$ cat config.mk
export PLATFORM = sky130hd
export DESIGN_NAME = mux_nway_stream
export DESIGN_NICKNAME = d
export VERILOG_FILES = /design/src/rtl/mux_nway_stream.sv
export SDC_FILE = /design/constraint.sdc
export NUM_CORES = 1
export LEC_CHECK = 0
export ABC_AREA = 1
export CORE_UTILIZATION = 40
export DETAILED_ROUTE_END_ITERATION = 6
export PLACE_DENSITY = 0.78
export SYNTH_ARGS = -nofsm -noshare
export SYNTH_HDL_FRONTEND = slang
export SYNTH_SLANG_ARGS = --single-unit
export TNS_END_PERCENT = 50
$ cat constraint.sdc
create_clock -name clk_i -period 2.65 [get_ports clk_i]
set_input_delay 0.53 -clock clk_i [delete_from_list [all_inputs] [get_ports clk_i]]
set_output_delay 0.53 -clock clk_i [all_outputs]
set_load 0.05 [all_outputs]
$ cat src/rtl/mux_nway_stream.sv
// ============================================================================
// Module   : mux_nway_stream
// Purpose  : N-way valid/ready stream mux, fixed-select or round-robin,
//            with a one-entry registered output buffer.
// Revision : 1.0
// ============================================================================
`default_nettype none

module mux_nway_stream #(
  parameter int WIDTH = 16,
  parameter int N     = 4,
  localparam int SW   = $clog2(N)
) (
  input  logic             clk_i,
  input  logic             reset_i,
  input  logic             rr_en_i,
  input  logic [SW-1:0]    sel_i,
  input  logic [N*WIDTH-1:0] in_data_i,
  input  logic [N-1:0]     in_valid_i,
  output logic [N-1:0]     in_ready_o,
  output logic [WIDTH-1:0] out_o,
  output logic [SW-1:0]    out_chan_o,
  output logic             out_valid_o,
  input  logic             out_ready_i
);

  logic [WIDTH-1:0] out_q,   out_d;
  logic [SW-1:0]    chan_q,  chan_d;
  logic             valid_q, valid_d;
  logic [SW-1:0]    ptr_q,   ptr_d;

  logic [SW-1:0]    grant;
  logic             grant_vld;
  logic [SW-1:0]    cand;
  logic             load_en;
  logic             xfer;

  assign load_en = !valid_q || out_ready_i;

  // Descending scan so the nearest channel after ptr wins.
  always_comb begin
    grant     = '0;
    grant_vld = 1'b0;
    cand      = '0;
    if (rr_en_i) begin
      for (int k = N; k >= 1; k--) begin
        cand = SW'((int'(ptr_q) + k) % N);
        if (in_valid_i[cand]) begin
          grant     = cand;
          grant_vld = 1'b1;
        end
      end
    end else if (int'(sel_i) < N) begin
      if (in_valid_i[sel_i]) begin
        grant     = sel_i;
        grant_vld = 1'b1;
      end
    end
  end

  always_comb begin
    in_ready_o = '0;
    if (grant_vld && !reset_i) begin
      in_ready_o[grant] = load_en;
    end
  end

  assign xfer = grant_vld && load_en;

  always_comb begin
    out_d   = out_q;
    chan_d  = chan_q;
    valid_d = valid_q;
    ptr_d   = ptr_q;
    if (xfer) begin
      out_d   = in_data_i[grant*WIDTH +: WIDTH];
      chan_d  = grant;
      valid_d = 1'b1;
      ptr_d   = grant;
    end else if (valid_q && out_ready_i) begin
      valid_d = 1'b0;
    end
  end

  always_ff @(posedge clk_i or posedge reset_i) begin
    if (reset_i) begin
      out_q   <= '0;
      chan_q  <= '0;
      valid_q <= 1'b0;
      ptr_q   <= SW'(N - 1);
    end else begin
      out_q   <= out_d;
      chan_q  <= chan_d;
      valid_q <= valid_d;
      ptr_q   <= ptr_d;
    end
  end

  assign out_o       = out_q;
  assign out_chan_o  = chan_q;
  assign out_valid_o = valid_q;

endmodule

`default_nettype wire

==> results by group, run 1 <==
Floorplan
  – Die area: roughly 0.0049 mm²
  – Num rows: 24
  – Starting Density: between 40% and 50%
  – Chip width: approximately 70 µm
  – # IOs: 97
  – Core Region: between 0.004 and 0.005 mm²
  – Die Ht: 70.06 µm

Critical path
  – CP delay by family, top: simple AND/OR/NAND/NOR gates
  – CP max-delay cell: dfstp_2
  – CP endpoint kind: output pin
  – Worst path depth: 14
  – Worst R2R Path Depth: 17
  – Most common cell on crit path: nand2_2
  – Crit-path cells: buf_12, inv_4, nand2_1, nand2_2, nand2_2, nand2_1, nand2_1, nand3_1, nand2_2, nand2_4, nand2_8, nand2_2, nor3_4, buf_12
  – Crit start category: register
  – CP Data Arrival Time: between 2 and 2.5 ns
  – FF-to-FF setup slack: between 0.2 and 0.25 ns
  – CP startpoint: ptr_q[0]
  – Largest stage delay, worst path: ~0.57 ns
  – WP data required: around 2.1 ns
  – FF-to-FF End: out_o[9]
  – CP Buf/Inv Count: 3
  – Crit path capture: in_ready_o[3]
  – CP Max Fanout: 7
  – Setup CP Type: register to output pin
  – Reg-to-Reg Start: ptr_q[0]

Synthesis
  – Mux share of post-synthesis cell area: less than 1%
  – Seq/Total Area, Yosys: roughly 28%
  – Number of synthesized register bits: 21
  – Count of different cell masters after synthesis: 26
  – Compound-gate portion of the synthesized area: under 10%
  – Simple-gate share of the synthesized area: roughly half
  – Combinational family with the most area after synthesis: simple AND/OR/NAND/NOR gates
  – Syn Std Cell Area: between 0.0015 and 0.002 mm²
  – Synthesized Nets: 377
  – Avg Inst Size Synth: 6.116 µm²
  – XOR/XNOR Fraction of Synth Area: 0%
  – Synth Area in Adders: 0%
  – YS warnings: 0
  – Post-Syn Instances: 303

Timing
  – Final Max Slew Viols: 0
  – F_max: around 360 MHz
  – Fin crit period: about 2.7 ns
  – TNS Setup: -0.3708 ns
  – Max-slew headroom: between 60 and 70%
  – Final Hold Fails: 0
  – RSZ-0062 raised after global routing: true
  – Final setup fails: 4
  – Worst setup margin: -0.09693 ns
  – Worst slew pin tran: 0.5419 ns
  – Clk_skew: ~0.0023 ns
  – Final hold slack: around 0.5 ns
  – Period Utilization, post-route: 103.7%

CTS
  – Clk_lat worst skew: around 0.26 ns
  – CTS tree: built
  – Clk slew on worst S/H paths: roughly 0.080 ns
  – Clock Tree Buf Depth: 2
  – Htree depth: 1
  – Clock Sinks: 21
  – Total CTS buffers: 3
  – Root buffer cell: clkbuf_8

Power and ir drop
  – Cell Pwr Density: ~1100 mW/mm²
  – Max VDD drop: 540.2 µV
  – Sw frac: 54.35%
  – Pint: 1.588 mW
  – Psw: between 1.5 and 2 mW
  – Clk network pwr share: 6.2%
  – Leakage Power: roughly 1.5 nW
  – Comb power frac: 77.2%
  – Register share of total power: roughly 17%

Placement
  – Gpl congestion: 1.008
  – Port buffer count: 96
  – Detail Placement HPWL: roughly 4300 µm
  – Setup Slack @ Placement: -0.2727 ns
  – DP Area: slightly below 0.003 mm²

Finish
  – Nets: 481
  – Commonest cells after routing, fill and taps aside: 87 x clkdlybuf4s50_1, 67 x nor2_1, 52 x nand3_1
  – Fin util: between 70% and 80%
  – Area Overhead vs Synth: 71.98%
  – ANT cells: 0
  – Share of layout cells above drive strength 1: a little under a fifth
  – Design area: around 0.0032 mm²
  – Commonest non-fill, non-tap cell in the layout: clkdlybuf4s50_1

Hold path
  – Min-delay src: out_chan_o[1]
  – Worst min path class: register to register

Route
  – WL/cell: 13.75 µm
  – Iteration-0 DRC Markers: 99
  – DR vias/cell: 5.236
  – Post-route DRC: 0
  – First-pass iteration count of the detailed router: 4
  – Vias: 2398
  – Final ANT Viol Nets: 0
  – Routed WL: around 6300 µm

Global route
  – Largest net degree at the start of global routing: between 40 and 50
  – Initial antenna violation count: 0
  – Total GRT Usage: between 20% and 30%
  – Number of global-route vias before repair: between 2000 and 2500
  – First-pass GRT wire length: between 10000 and 15000 µm
  – Congestion Overflow GR: 0

Job
  – Max cap viols: 0

Run status
  – Status: finished, violations left
  – Failing checks: negative setup slack
==> sequential cells by signal (all words and copies together) (netlist names) <==
register and count:
out_o 16, out_valid_o 1, ptr_q 2, out_chan_o 2
==> stage by stage <==
| stage | power (mW) | std cells |
|---|---|---|
| final | 3.479 | 458 |
| after global routing | 3.722 | 458 |
| after CTS | 3.424 | 458 |
| after detailed placement | 2.990 | 446 |
| after global placement | 2.951 | 446 |
| after floorplan | 2.296 | 303 |
==> cells by family (layout without fill, tap and decap cells) <==
| group | after synthesis | in the layout |
|---|---|---|
| buffers and inverters | 52 | 155 |
| AO/OA/AOI/OAI | 23 | 23 |
| flip-flops | 21 | 21 |
| AND/OR/NAND/NOR | 206 | 206 |
| multiplexers | 1 | 1 |
==> synth_stat cells (all sizes together) <==
| master | number | share of area [%] |
|---|---|---|
| a21boi | 1 | 0.41 |
| o21ai | 6 | 1.8 |
| mux2i | 1 | 0.54 |
| nand2 | 63 | 14 |
| nor4 | 2 | 0.68 |
| buf | 19 | 6.7 |
| a21oi | 16 | 5.1 |
| nor3 | 3 | 1.1 |
| clkbuf | 1 | 0.20 |
| dfstp | 2 | 2.8 |
| nor2 | 67 | 14 |
| nand4 | 16 | 5.4 |
| inv | 32 | 6.8 |
| dfrtp | 19 | 26 |
| nand3 | 55 | 15 |
==> power groups by stage <==
stage / clock network [mW] / logic (mW) / registers, mW
after floorplan: 0 / 1.23 / 1.07
after global placement: 0 / 2.36 / 0.592
after detailed placement: 0 / 2.39 / 0.596
after CTS: 0.222 / 2.63 / 0.576
after global routing: 0.240 / 2.88 / 0.598
final: 0.217 / 2.68 / 0.578
==> how the worst min path moves through the flow <==
stage	to	depth (start not counted)
global route	out_chan_o[1]	2
global placement	out_chan_o[1]	2
detailed placement	out_chan_o[0]	2
finish	out_chan_o[1]	2
floorplan	out_chan_o[0]	1
CTS	out_chan_o[0]	2
==> layer usage <==
layer / GRT usage, % / wire length (µm)
met5: 0 / 0
met4: 8.444 / 116
met3: 4.906 / 405
met2: 45.51 / 3074
met1: 32.91 / 2701
==> cell type report <==
class	instances	area, µm²
fillers	353	1227
multi-input cells	230	1214
repair buffers	119	1209
flip-flops and latches	21	528.0
inverters	32	125.1
well taps	52	65.06
clock buffers	3	41.29
clock inverters	1	5.005
==> worst register-to-register path: cells and delay by family (launching register included) <==
kind          cells  cell delay [ns]
simple gates     13             1.07
buf+inv           4             0.68
flops             1             0.57
==> timing repair <==
item	4_1_cts	5_1_grt
setup buffers	8	0
resized for setup	30	5
endpoints found under the setup margin	4	5
hold buffers	0	0
pin swaps	15	2
Note: power is estimated with default switching activity, not from simulation.
==> inputs of run 2 (changes only) <==
Settings changed: CELL_PAD_IN_SITES_DETAIL_PLACEMENT from default to 1, CELL_PAD_IN_SITES_GLOBAL_PLACEMENT from default to 1, CORE_UTILIZATION 40 to 26.
==> results by group, run 2 (synthesized netlist as in run 1, its figures left out) <==
Run status
  – Status: finished, violations left (unchanged)
  – Failing checks: negative setup slack (unchanged)

Critical path
  – CP Data Arrival Time: 2.26 ns (was 2.22 ns)
  – CP Max Fanout: 7 (unchanged)
  – Setup CP Type: register to output pin (unchanged)
  – Crit-path cells: buf_8, inv_4, nand2_4, nand3_2, nand2_2, nor3_2, mux2i_1, nand2_2, buf_12, nor4_4, buf_12 (was buf_12, inv_4, nand2_1, nand2_2, nand2_2, nand2_1, nand2_1, nand3_1, nand2_2, nand2_4, nand2_8, nand2_2, nor3_4, buf_12)
  – Largest stage delay, worst path: 0.56 ns (was 0.57 ns)
  – CP endpoint kind: output pin (unchanged)
  – CP max-delay cell: dfstp_2 (unchanged)
  – Crit start category: register (unchanged)
  – WP data required: 2.12 ns (about the same)

Route
  – Met3 routed WL: 308 µm (was 405 µm)
  – WL/cell: 14.21 µm (was 13.75 µm)
  – Vias: 2342 (was 2398)
  – Routed WL: 7032 µm (was 6299 µm)
  – Post-route DRC: 0 (unchanged)
  – First-pass iteration count of the detailed router: 5 (was 4)
  – Met1 WL: 3087 µm (was 2701 µm)
  – Iteration-0 DRC Markers: 51 (was 99)
  – DR top layer: met4 (unchanged)
  – Final ANT Viol Nets: 0 (unchanged)
  – DR vias/cell: 4.731 (was 5.236)
  – Met2 Wirelength: 3594 µm (was 3074 µm)

Placement
  – Port buffer count: 96 (unchanged)
  – Gpl congestion: 0.8487 (was 1.008)
  – Setup Slack @ Placement: -0.3325 ns (was -0.2727 ns)
  – Detail Placement HPWL: 5094 µm (was 4281 µm)
  – DP Area: 0.002987 mm² (was 0.002954 mm²)

Timing
  – Final Max Slew Viols: 0 (unchanged)
  – Max-slew headroom: 63.62% (was 63.76%)
  – Final setup fails: 4 (unchanged)
  – Period Utilization, post-route: 105.3% (was 103.7%)
  – Worst slew pin tran: 0.5457 ns (was 0.5419 ns)
  – Worst setup margin: -0.1417 ns (was -0.09693 ns)
  – F_max: 358.2 MHz (was 364.0 MHz)
  – Final Hold Fails: 0 (unchanged)
  – Final hold slack: 0.5117 ns (was 0.5024 ns)
  – RSZ-0062 raised after global routing: true (unchanged)
  – Fin crit period: 2.792 ns (was 2.747 ns)
  – Clk_skew: 0.002299 ns (was 0.002289 ns)

Finish
  – ANT cells: 0 (unchanged)
  – Share of layout cells above drive strength 1: 18.05% (was 18.47%)
  – Largest register FFs: 16 (unchanged)
  – Area Overhead vs Synth: 72.72% (was 71.98%)
  – Design area: 0.003201 mm² (was 0.003187 mm²)
  – Commonest non-fill, non-tap cell in the layout: clkdlybuf4s50_1 (unchanged)
  – Commonest cells after routing, fill and taps aside: 87 x clkdlybuf4s50_1, 67 x nor2_1, 52 x nand3_1 (unchanged)
  – Nets: 474 (was 481)
  – Fin util: 46.85% (was 72.19%)
  – FILL cells: 867 (was 353)
  – Multi-input combinational cell area: 0.001230 mm² (was 0.001214 mm²)
  – Register area: 528.0 µm² (unchanged)

CTS
  – Clk_lat worst skew: 0.26 ns (about the same)
  – Clock Tree Buf Depth: 2 (unchanged)
  – Total CTS buffers: 3 (unchanged)
  – Hold bufs inserted after CTS: 0 (unchanged)
  – CTS tree: built (unchanged)
  – Root buffer cell: clkbuf_8 (unchanged)
  – Clock Sinks: 21 (unchanged)
  – Htree depth: 1 (unchanged)
  – Clk slew on worst S/H paths: 0.08 ns (about the same)

Job
  – Max cap viols: 0 (unchanged)

Global route
  – Initial antenna violation count: 0 (unchanged)
  – Largest net degree at the start of global routing: 49 (unchanged)
  – Number of global-route vias before repair: 2335 (was 2301)
  – First-pass GRT wire length: 11340 µm (was 10470 µm)
  – Total GRT Usage: 19.23% (was 26.31%)
  – Congestion Overflow GR: 0 (unchanged)

Power and ir drop
  – Cell Pwr Density: 1076 mW/mm² (was 1092 mW/mm²)
  – Max VDD drop: 381.4 µV (was 540.2 µV)
  – Leakage Power: 1.458 nW (was 1.483 nW)

Floorplan
  – Chip width: 86.42 µm (was 70.06 µm)
  – Core Region: 0.006832 mm² (was 0.004414 mm²)
  – Num rows: 30 (was 24)
  – Die area: 0.007468 mm² (was 0.004908 mm²)
  – Starting Density: 27.12% (was 41.98%)
  – Die Ht: 86.42 µm (was 70.06 µm)
  – # IOs: 97 (unchanged)

Hold path
  – Worst min path class: register to register (unchanged)
## run 2: cell types whose count changed in the layout (fill, tap and decap cells not counted), sizes merged
cell and delta:
buf -7
## run 2: worst paths after layout
| kind | startpoint | slack [ns] | endpoint | cells after the start |
|---|---|---|---|---|
| max reg2reg | ptr_q[0] | 0.35 | out_o[12] | 17 |
| max in group asynchronous | reset_i | 1.22 | out_o[9] | 3 |
| min | out_o[8] | 0.51 | out_o[8] | 2 |
| min reg2reg | out_o[8] | 0.51 | out_o[8] | 2 |
| max | ptr_q[0] | -0.14 | in_ready_o[2] | 11 |
| min in group asynchronous | reset_i | 0.90 | out_chan_o[1] | 2 |
## run 2: power breakdown
part	internal [mW]	total (mW)	switching (mW)
clock network	0.105	0.219	0.114
logic	0.940	2.64	1.70
registers	0.489	0.588	0.0994
## run 2: what timing repair did
item,CTS,global route
hold endpoints to repair,0,0
gates resized for setup,29,16
setup endpoints to repair,4,5
pin swaps,11,8
setup buffers,3,1
## run 2: layer usage
metal,global-route usage [%],up-vias
met5,0,-
met1,24.40,1104
met4,2.424,0
met2,35.14,60
li1,-,1174
met3,3.048,4
## run 2: per-stage QoR
step	setup TNS [ns]	cells	total power, mW
3_3_place_gp	-0.8198	487	2.967
4_1_cts	-0.2336	494	3.374
6_report	-0.4129	495	3.445
3_5_place_dp	-2.386	487	3.038
5_1_grt	-0.9288	495	3.719
2_1_floorplan	-0.1973	303	2.296
## run 2: area by class of cell
cell class / instances / area share (%)
repair buffers: 112 / 35.97
inverters: 32 / 3.909
flip-flops and latches: 21 / 16.50
well taps: 96 / 3.753
clock inverters: 1 / 0.1564
clock buffers: 3 / 1.290
multi-input cells: 230 / 38.43
## run 2: critical path, delay by kind of cell, from the launching register on
| kind | cells | cell delay, ns |
|---|---|---|
| and+or+nand+nor | 6 | 0.73 |
| buffers and inverters | 4 | 0.54 |
| DFF | 1 | 0.56 |
| muxes | 1 | 0.16 |
==> inputs of run 3 (changes only) <==
Settings changed: CORE_ASPECT_RATIO from default to 2.
==> results by group, run 3 (synthesized netlist as in run 1, its figures left out) <==
Finish
  – Commonest non-fill, non-tap cell in the layout: clkdlybuf4s50_1 (unchanged)
  – FILL cells: 921 (was 867)
  – ANT cells: 0 (unchanged)
  – Area Overhead vs Synth: 79.47% (was 72.72%)
  – Commonest cells after routing, fill and taps aside: 87 x clkdlybuf4s50_1, 67 x nor2_1, 51 x nand3_1 (was 87 x clkdlybuf4s50_1, 67 x nor2_1, 52 x nand3_1)
  – Nets: 488 (was 474)
  – Share of layout cells above drive strength 1: 21.31% (was 18.05%)
  – Largest register FFs: 16 (unchanged)

Floorplan
  – Core Region: 0.006887 mm² (was 0.006832 mm²)
  – Die area: 0.007489 mm² (was 0.007468 mm²)
  – Starting Density: 26.91% (was 27.12%)
  – # IOs: 97 (unchanged)
  – Chip width: 61.70 µm (was 86.42 µm)
  – Num rows: 43 (was 30)
  – Die Ht: 121.4 µm (was 86.42 µm)

Global route
  – Number of global-route vias before repair: 2530 (was 2335)
  – First-pass GRT wire length: 12190 µm (was 11340 µm)
  – Initial antenna violation count: 0 (unchanged)
  – Congestion Overflow GR: 0 (unchanged)
  – Total GRT Usage: 21.96% (was 19.23%)
  – Largest net degree at the start of global routing: 49 (unchanged)

Placement
  – Port buffer count: 96 (unchanged)
  – Detail Placement HPWL: 5952 µm (was 5094 µm)
  – Gpl congestion: 0.8518 (was 0.8487)

Timing
  – Period Utilization, post-route: 108.9% (was 105.3%)
  – Final Max Slew Viols: 0 (unchanged)
  – Worst setup margin: -0.2364 ns (was -0.1417 ns)
  – TNS Setup: -0.8084 ns (was -0.4129 ns)
  – Clk_skew: 0.001502 ns (was 0.002299 ns)
  – Max-slew headroom: 59.81% (was 63.62%)
  – Fin crit period: 2.886 ns (was 2.792 ns)
  – F_max: 346.4 MHz (was 358.2 MHz)
  – RSZ-0062 raised after global routing: true (unchanged)
  – Final setup fails: 4 (unchanged)
  – Final Hold Fails: 0 (unchanged)
  – Worst slew pin tran: 0.6009 ns (was 0.5457 ns)

Power and ir drop
  – Design Power: 3.768 mW (was 3.445 mW)
  – Max VDD drop: 448.1 µV (was 381.4 µV)
  – Cell Pwr Density: 1133 mW/mm² (was 1076 mW/mm²)
  – Leakage Power: 1.526 nW (was 1.458 nW)

Critical path
  – Setup CP Type: register to output pin (unchanged)
  – CP endpoint kind: output pin (unchanged)
  – CP Max Fanout: 7 (unchanged)
  – WP data required: 2.12 ns (about the same)
  – Crit start category: register (unchanged)
  – CP Data Arrival Time: 2.36 ns (was 2.26 ns)

CTS
  – Hold bufs inserted after CTS: 0 (unchanged)
  – CTS tree: built (unchanged)
  – Clock Sinks: 21 (unchanged)
  – Clk_lat worst skew: 0.25 ns (was 0.26 ns)
  – Clk slew on worst S/H paths: 0.06 ns (was 0.08 ns)
  – Htree depth: 1 (unchanged)
  – Clock Tree Buf Depth: 2 (unchanged)
  – Total CTS buffers: 3 (unchanged)
  – Root buffer cell: clkbuf_16 (was clkbuf_8)

Hold path
  – Worst min path class: register to register (unchanged)

Route
  – Vias: 2461 (was 2342)
  – DR vias/cell: 4.893 (was 4.731)
  – First-pass iteration count of the detailed router: 4 (was 5)
  – Post-route DRC: 0 (unchanged)
  – WL/cell: 16.42 µm (was 14.21 µm)
  – Iteration-0 DRC Markers: 59 (was 51)
  – Final ANT Viol Nets: 0 (unchanged)
  – Routed WL: 8257 µm (was 7032 µm)

Run status
  – Status: finished, violations left (unchanged)
  – Failing checks: negative setup slack (unchanged)

Job
  – Max cap viols: 0 (unchanged)
[run 3: final timing paths]
check / startpoint / end / slack, ns / cells after the start
max in group asynchronous: reset_i / ptr_q[1] / 1.44 / 3
min in group asynchronous: reset_i / out_o[10] / 0.93 / 3
min reg2reg: out_chan_o[1] / out_chan_o[1] / 0.49 / 2
max: ptr_q[0] / in_ready_o[0] / -0.24 / 14
max reg2reg: ptr_q[0] / out_o[15] / 0.03 / 16
min: out_chan_o[1] / out_chan_o[1] / 0.49 / 2
[run 3: stage by stage]
stage,hold slack [ns],setup WS (ns),cell area [µm²],utilization [%],std cells
global route,0.5124,-0.3359,3326,48.29,503
detailed placement,0.4820,-0.3510,2999,43.55,484
floorplan,0.5050,-0.1541,1888,-,303
finish,0.4934,-0.2364,3326,48.29,503
CTS,0.4973,-0.2010,3181,46.18,497
global placement,0.4667,-0.2991,2999,43.55,484
[run 3: final cells by class]
cell class                 count  area, µm²  area share (%)
tap                           90      112.6           3.386
multi-input combinational    230       1230           36.98
timing repair buffer         126       1249           37.55
sequential                    21      528.0           15.88
clock buffer                   4      78.83           2.370
inverter                      32      127.6           3.837
[run 3: worst max-delay path: stages (launching register included)]
cell and delay, ns:
dfstp_2 0.58, buf_12 0.14, buf_6 0.11, o21ai_4 0.07, nand2_2 0.09, nand2_4 0.06
buf_4 0.13, inv_2 0.06, nand3_2 0.07, nand2_2 0.07, inv_2 0.05, nand2_4 0.09
nand2_8 0.07, nor4_4 0.31, buf_12 0.18
[run 3: power by group]
group	switching, mW	internal, mW
registers	0.121	0.491
clock network	0.107	0.205
logic	1.80	1.05
[run 3: layer usage]
layer / share of wire (%) / GRT usage, % / vias up
met4: 4.1 / 9.722 / 0
met5: 0 / 0 / -
met3: 2.3 / 1.279 / 18
met2: 60 / 42.81 / 59
li1: - / - / 1198
met1: 34 / 21.83 / 1186
[run 3: repair_timing]
item                       CTS  global route
setup endpoints to repair    4            20
gates resized for setup     19            25
pin swaps                    9            19
setup buffers                9             7
